**src/rtl/xbar_slave_arbiter.sv**
```systemverilog
// Per-slave-port crossbar arbiter: round-robin grant among masters targeting
// this slave, ownership held until write ack / read resp, with optional
// timeout abort and protocol-error detection on early request drop.
module xbar_slave_arbiter #(
  parameter int N        = 4,
  parameter int SW       = $clog2(N),
  parameter int SLAVE_ID = 0,
  parameter int TIMEOUT  = 255
) (
  input  logic            clk,
  input  logic            rst_n,
  input  logic [N-1:0]    m_req,
  input  logic [N*SW-1:0] m_tgt,
  input  logic [N-1:0]    m_cmd,
  input  logic            s_ack,
  input  logic            s_resp,
  output logic            s_req,
  output logic            gnt_valid,
  output logic [SW-1:0]   gnt_idx,
  output logic [N-1:0]    m_ack,
  output logic [N-1:0]    m_resp,
  output logic            timeout,
  output logic            proto_err
);

  localparam int CW = (TIMEOUT > 1) ? $clog2(TIMEOUT + 1) : 1;
  localparam logic [CW-1:0] CNT_LAST = (TIMEOUT > 0) ? CW'(TIMEOUT - 1) : '0;

  typedef enum logic [1:0] {IDLE, REQ, RESP} state_t;

  state_t        state_q, state_d;
  logic          gnt_valid_q, gnt_valid_d;
  logic [SW-1:0] gnt_idx_q, gnt_idx_d;
  logic [SW-1:0] last_q, last_d;
  logic          cmd_q, cmd_d;
  logic [CW-1:0] cnt_q, cnt_d;
  logic          timeout_q, timeout_d;
  logic          proto_err_q, proto_err_d;

  logic [N-1:0]  eligible;
  logic [SW-1:0] pick;
  logic [SW-1:0] cand;
  logic          found;
  logic [CW-1:0] cnt_inc;
  logic          tmo_hit;

  // Eligibility mask and round-robin pick starting just after the last grant
  always_comb begin
    eligible = '0;
    for (int unsigned i = 0; i < N; i++) begin
      eligible[i] = m_req[i] && (m_tgt[i*SW +: SW] == SW'(SLAVE_ID));
    end
    pick  = '0;
    cand  = '0;
    found = 1'b0;
    for (int unsigned k = 1; k <= N; k++) begin
      cand = last_q + SW'(k);
      if (!found && eligible[cand]) begin
        pick  = cand;
        found = 1'b1;
      end
    end
  end

  // Next-state logic; completion beats protocol error beats timeout
  always_comb begin
    state_d     = state_q;
    gnt_valid_d = gnt_valid_q;
    gnt_idx_d   = gnt_idx_q;
    last_d      = last_q;
    cmd_d       = cmd_q;
    cnt_d       = cnt_q;
    timeout_d   = 1'b0;
    proto_err_d = 1'b0;
    cnt_inc     = (cnt_q == '1) ? cnt_q : cnt_q + CW'(1);
    tmo_hit     = (TIMEOUT > 0) && (cnt_q == CNT_LAST);
    case (state_q)
      IDLE: begin
        if (found) begin
          state_d     = REQ;
          gnt_idx_d   = pick;
          last_d      = pick;
          cmd_d       = m_cmd[pick];
          gnt_valid_d = 1'b1;
          cnt_d       = '0;
        end
      end
      REQ: begin
        if (s_ack) begin
          if (cmd_q) begin
            state_d     = IDLE;
            gnt_valid_d = 1'b0;
          end else begin
            state_d = RESP;
            cnt_d   = '0;
          end
        end else if (!m_req[gnt_idx_q]) begin
          proto_err_d = 1'b1;
          state_d     = IDLE;
          gnt_valid_d = 1'b0;
        end else if (tmo_hit) begin
          timeout_d   = 1'b1;
          state_d     = IDLE;
          gnt_valid_d = 1'b0;
        end else begin
          cnt_d = cnt_inc;
        end
      end
      RESP: begin
        if (s_resp) begin
          state_d     = IDLE;
          gnt_valid_d = 1'b0;
        end else if (tmo_hit) begin
          timeout_d   = 1'b1;
          state_d     = IDLE;
          gnt_valid_d = 1'b0;
        end else begin
          cnt_d = cnt_inc;
        end
      end
      default: begin
        state_d     = IDLE;
        gnt_valid_d = 1'b0;
      end
    endcase
  end

  // State registers with synchronous active-low reset
  always_ff @(posedge clk) begin
    if (!rst_n) begin
      state_q     <= IDLE;
      gnt_valid_q <= 1'b0;
      gnt_idx_q   <= '0;
      last_q      <= SW'(N - 1);
      cmd_q       <= 1'b0;
      cnt_q       <= '0;
      timeout_q   <= 1'b0;
      proto_err_q <= 1'b0;
    end else begin
      state_q     <= state_d;
      gnt_valid_q <= gnt_valid_d;
      gnt_idx_q   <= gnt_idx_d;
      last_q      <= last_d;
      cmd_q       <= cmd_d;
      cnt_q       <= cnt_d;
      timeout_q   <= timeout_d;
      proto_err_q <= proto_err_d;
    end
  end

  // Slave request and ack/resp steering back to the owning master
  always_comb begin
    s_req  = (state_q == REQ) && m_req[gnt_idx_q];
    m_ack  = '0;
    m_resp = '0;
    if (state_q == REQ)  m_ack[gnt_idx_q]  = s_ack;
    if (state_q == RESP) m_resp[gnt_idx_q] = s_resp;
  end

  assign gnt_valid = gnt_valid_q;
  assign gnt_idx   = gnt_idx_q;
  assign timeout   = timeout_q;
  assign proto_err = proto_err_q;

endmodule

```
**config.mk**
```make
export PLATFORM = sky130hd
export DESIGN_NAME = xbar_slave_arbiter
export DESIGN_NICKNAME = d
export VERILOG_FILES = /design/src/rtl/xbar_slave_arbiter.sv
export SDC_FILE = /design/constraint.sdc
export NUM_CORES = 1
export LEC_CHECK = 0
export ABC_AREA = 1
export CAP_MARGIN = 20
export CORE_MARGIN = 5
export CORE_UTILIZATION = 50
export CTS_BUF_LIST = sky130_fd_sc_hd__clkbuf_16
export DETAILED_ROUTE_END_ITERATION = 6
export PLACE_DENSITY = 0.92
export SYNTH_ARGS = -nofsm -noshare
export SYNTH_HDL_FRONTEND = slang
export SYNTH_SLANG_ARGS = --single-unit
```
**constraint.sdc**
```tcl
create_clock -name clk -period 2.3 [get_ports clk]
set_input_delay 0.46 -clock clk [delete_from_list [all_inputs] [get_ports clk]]
set_output_delay 0.46 -clock clk [all_outputs]
set_load 0.01 [all_outputs]
```
==> impl_metrics.env, run 1 <==
export IMPL_status="finished, final reports clean"
export IMPL_place_area_sq_um=1860
export IMPL_via_per_inst=5.27
export IMPL_dpl_hpwl_um=2830
export IMPL_instances_no_fill=300
export IMPL_synth_main_ff_cell="dfxtp_1"
export IMPL_synthSimpleGateAreaFrac_pct=48.8
export IMPL_synthToLayoutAreaGrowth_pct=32.6
export IMPL_max_cap_viol_count=0
export IMPL_crit_buf_inv=2
export IMPL_place_congestion=0.859
export IMPL_route_met3_wl_um=259
export IMPL_pwr_share_comb_pct=62.2
export IMPL_path_cells="clkdlybuf4s50_1 > nand2_2 > nor2_1 > clkdlybuf4s50_1"
export IMPL_syn_inst=228
export IMPL_wirelength_um=3630
export IMPL_crit_path_max_fanout=5
export IMPL_rr_endpoint="cnt_q[0]"
export IMPL_period_minus_slack_ns=2.20
export IMPL_cp_common_cell="clkdlybuf4s50_1"
export IMPL_final_area_sq_um=1940
export IMPL_p_per_area_nw_per_um2=1160
export IMPL_dr_max_layer_used="met4"
export IMPL_syn_nets=254
export IMPL_clock_sinks=18
export IMPL_grtUsageTotal_pct=18.2
export IMPL_fp_coreArea_sq_um=2780
export IMPL_yosysMostFrequentCell="nand2_1"
export IMPL_dp_slack_ns=-0.131
export IMPL_num_antenna_cells=0
export IMPL_dieArea_sq_um=4110
export IMPL_rows=19
export IMPL_wl_met2_um=1750
export IMPL_clock_skew_ns=0.00261
export IMPL_wl_per_cell_um=12.1
export IMPL_cts_root_buffer="clkbuf_16"
export IMPL_endpoint="m_ack[0]"
export IMPL_yosysTopAreaCellShare_pct=24.6
export IMPL_arrival_ns=1.74
export IMPL_drcViolationCount=0
export IMPL_syn_avg_cell_area_sq_um=6.43
export IMPL_vias=1582
export IMPL_crit_family="buffers and inverters"
export IMPL_fin_crit_sh_pct=95.6
export IMPL_path_depth=4
export IMPL_synthArstFlopShare_pct=0
export IMPL_first_iter_violations=88
export IMPL_grt_pass1_wl_um=6290
export IMPL_synthTopCellsByCount="nand2_1 (51), inv_1 (35), nand3_1 (34)"
export IMPL_cts_reportedPaths_clkPinSlew_ns=0.05
export IMPL_muxShareOfSynthArea_pct=0
export IMPL_drv_slew=0
export IMPL_crit_path_end_kind="output port"
export IMPL_cts_max_level=1
export IMPL_synth_xor_area_share_pct=3.59
export IMPL_io_buffers=33
export IMPL_vdd_ir_drop_max_mv=0.935
export IMPL_switching_share_pct=48.9
export IMPL_fin_ws_ns=0.102
export IMPL_hold_class="reg2reg"
export IMPL_ys_ff_latch=18
export IMPL_dp_cells=296
export IMPL_drtPass1Iterations=4
export IMPL_power_leakage_nw=0.887
export IMPL_synth_enable_flop_cells=0
export IMPL_setup_violations=0
export IMPL_p_int_w=0.00115
export IMPL_initial_core_util_pct=52.7
export IMPL_grt_pass1_vias=1513
export IMPL_grt_max_degree=11
export IMPL_slew_limit_headroom_pct=70.5
export IMPL_m1WireLength_um=1610
export IMPL_antenna_found_initial=0
export IMPL_cts_tree="done"
export IMPL_p_sw_w=0.00110
export IMPL_yosys_area_share_adder_pct=5.12
export IMPL_synth_compound_area_share_pct=6.32
export IMPL_synth_cell_types=28
export IMPL_r2r_cells=10
export IMPL_die_h_um=64.1
export IMPL_worstReg2RegStart="last_q[0]"
export IMPL_finalPower_w=0.00226
export IMPL_critPathKind="in2out"
export IMPL_slowest_stage="clkdlybuf4s50_1"
export IMPL_nets=296
export IMPL_cts_buffers=3
export IMPL_io_pins=34
export IMPL_clk_path_buf_depth=2
export IMPL_finalHoldViolCount=0
export IMPL_pwr_share_seq_pct=22.3
export IMPL_ant_nets=0
export IMPL_tightestPinTransition_ns=0.439
export IMPL_pwr_share_clk_pct=15.5
export IMPL_syn_area_sq_um=1470
export IMPL_utilization_pct=69.9
export IMPL_clock_latency_ns=0.25
export IMPL_max_freq_mhz=455
export IMPL_yosys_area_top_type="dfxtp_1"
export IMPL_crit_path_start_kind="input port"
export IMPL_grt_ovfl_total=0
export IMPL_synth_area_leaders="dfxtp_1 (25%), nand2_1 (13%), nand3_1 (12%), inv_1 (9.0%), nor2_1 (6.4%)"
export IMPL_synth_top_family_by_area="simple AND/OR/NAND/NOR gates"
export IMPL_ys_warn_count=0
export IMPL_seq_area_frac_synth_pct=24.6
export IMPL_die_width_um=64.1
export IMPL_regToRegSetupSlack_ns=0.41
export IMPL_crit_path_start="s_ack"
export IMPL_cp_required_ns=1.84
export IMPL_slowest_delay_ns=0.54
export IMPL_drive_above_1_share_pct=11.9
export IMPL_rsz0062_at_grt="no"
stage by stage:
| stage | hold slack (ns) | setup TNS, ns |
|---|---|---|
| after floorplan | 0.473 | 0 |
| after CTS | 0.513 | 0 |
| after global placement | 0.495 | -0.104 |
| after global routing | 0.538 | 0 |
| final | 0.511 | 0 |
| after detailed placement | 0.507 | -0.405 |
power by group through the flow:
stage | Combinational, W | Clock (W) | Sequential [W]
final | 0.00140 | 0.000350 | 0.000504
after global routing | 0.00156 | 0.000373 | 0.000520
after CTS | 0.00139 | 0.000354 | 0.000503
after detailed placement | 0.00138 | 0 | 0.000509
after global placement | 0.00134 | 0 | 0.000507
after floorplan | 0.00106 | 0 | 0.000483
worst min path at each step:
| stage | slack [ns] | from | endpoint | depth (start not counted) |
|---|---|---|---|---|
| global placement | 0.49 | state_q[1] | state_q[1] | 2 |
| CTS | 0.51 | state_q[0] | state_q[0] | 2 |
| global route | 0.54 | state_q[1] | state_q[1] | 2 |
| detailed placement | 0.51 | state_q[0] | state_q[0] | 2 |
| finish | 0.51 | state_q[0] | state_q[0] | 2 |
| floorplan | 0.47 | state_q[0] | state_q[0] | 2 |
registers in the layout, summed over array words and instances, names as in the netlist:
| name | cells |
|---|---|
| proto_err | 1 |
| cmd_q | 1 |
| timeout | 1 |
| state_q | 2 |
| gnt_idx | 2 |
| last_q | 2 |
| cnt_q | 8 |
| gnt_valid | 1 |
layout make-up:
class / count / area [sq um]
inverters: 39 / 154
multi-input cells: 169 / 937
fillers: 222 / 838
repair buffers: 39 / 374
well taps: 31 / 38.8
clock buffers: 3 / 75.1
clock inverters: 1 / 3.75
flip-flops and latches: 18 / 360
metal layers:
| metal | vias to the layer above | global-route usage, % |
|---|---|---|
| met3 | 4 | 3.85 |
| met5 | - | 0 |
| met1 | 701 | 22.7 |
| met2 | 57 | 31.5 |
| met4 | 0 | 4.83 |
| li1 | 820 | - |
worst register-to-register path, cell delays in order (launching register included):
cell and delay, ns:
dfxtp_1 0.57, nand2_1 0.12, nand2_2 0.13, nand3_1 0.11
nand2_2 0.11, nand4_4 0.16, nor2_4 0.20, nor2_8 0.06
nand2_4 0.10, xor2_1 0.16, nor2_1 0.06
cells in the final DEF, fill, tap and decap left out:
| cell type | Yosys | routed |
|---|---|---|
| nand2_1 | 51 | 50 |
| inv_1 | 35 | 35 |
| nand3_1 | 34 | 34 |
| clkdlybuf4s50_1 | 0 | 32 |
| nor2_1 | 25 | 25 |
| dfxtp_1 | 18 | 18 |
| a21oi_1 | 12 | 12 |
| nand2_2 | 6 | 7 |
| nand4_1 | 7 | 7 |
| ha_1 | 6 | 6 |
| buf_4 | 0 | 6 |
| xor2_1 | 5 | 5 |
| nand2_4 | 4 | 4 |
| inv_2 | 3 | 3 |
| nor3_1 | 3 | 3 |
| clkbuf_16 | 0 | 3 |
| nand3_2 | 2 | 2 |
| nor4_1 | 2 | 2 |
| nor3_2 | 2 | 2 |
| o211ai_1 | 2 | 2 |
| a22oi_1 | 1 | 1 |
| inv_8 | 1 | 1 |
| nand4_4 | 1 | 1 |
| nor2_4 | 1 | 1 |
| nor2_8 | 1 | 1 |
| o21ai_0 | 1 | 1 |
| nor3b_2 | 1 | 1 |
| xnor2_1 | 1 | 1 |
| o21ai_1 | 1 | 1 |
| clkinv_1 | 0 | 1 |
| dlygate4sd2_1 | 0 | 1 |
logic make-up after synthesis:
| family | after synthesis |
|---|---|
| simple gates | 140 |
| buf+inv | 41 |
| flops | 18 |
| compound gates | 17 |
| xor+xnor | 6 |
| fa+ha+maj | 6 |
repair_timing:
action / CTS / global route
buffers inserted: 0 / 0
hold buffers: 0 / 0
resized for setup: 1 / 1
endpoints found under the setup margin: 1 / 3
(Power assumes the default switching activity.)
==> run 2: changes to the inputs <==
- ABC_CLOCK_PERIOD_IN_PS: default -> 2300
==> results of run 2 <==
The final DEF is identical to that of run 1; final timing and power are the same.
==> run 3: changes to the inputs <==
- CAP_MARGIN: 20 -> 5
==> results of run 3 <==
The final DEF is identical to that of run 1; final timing and power are the same.
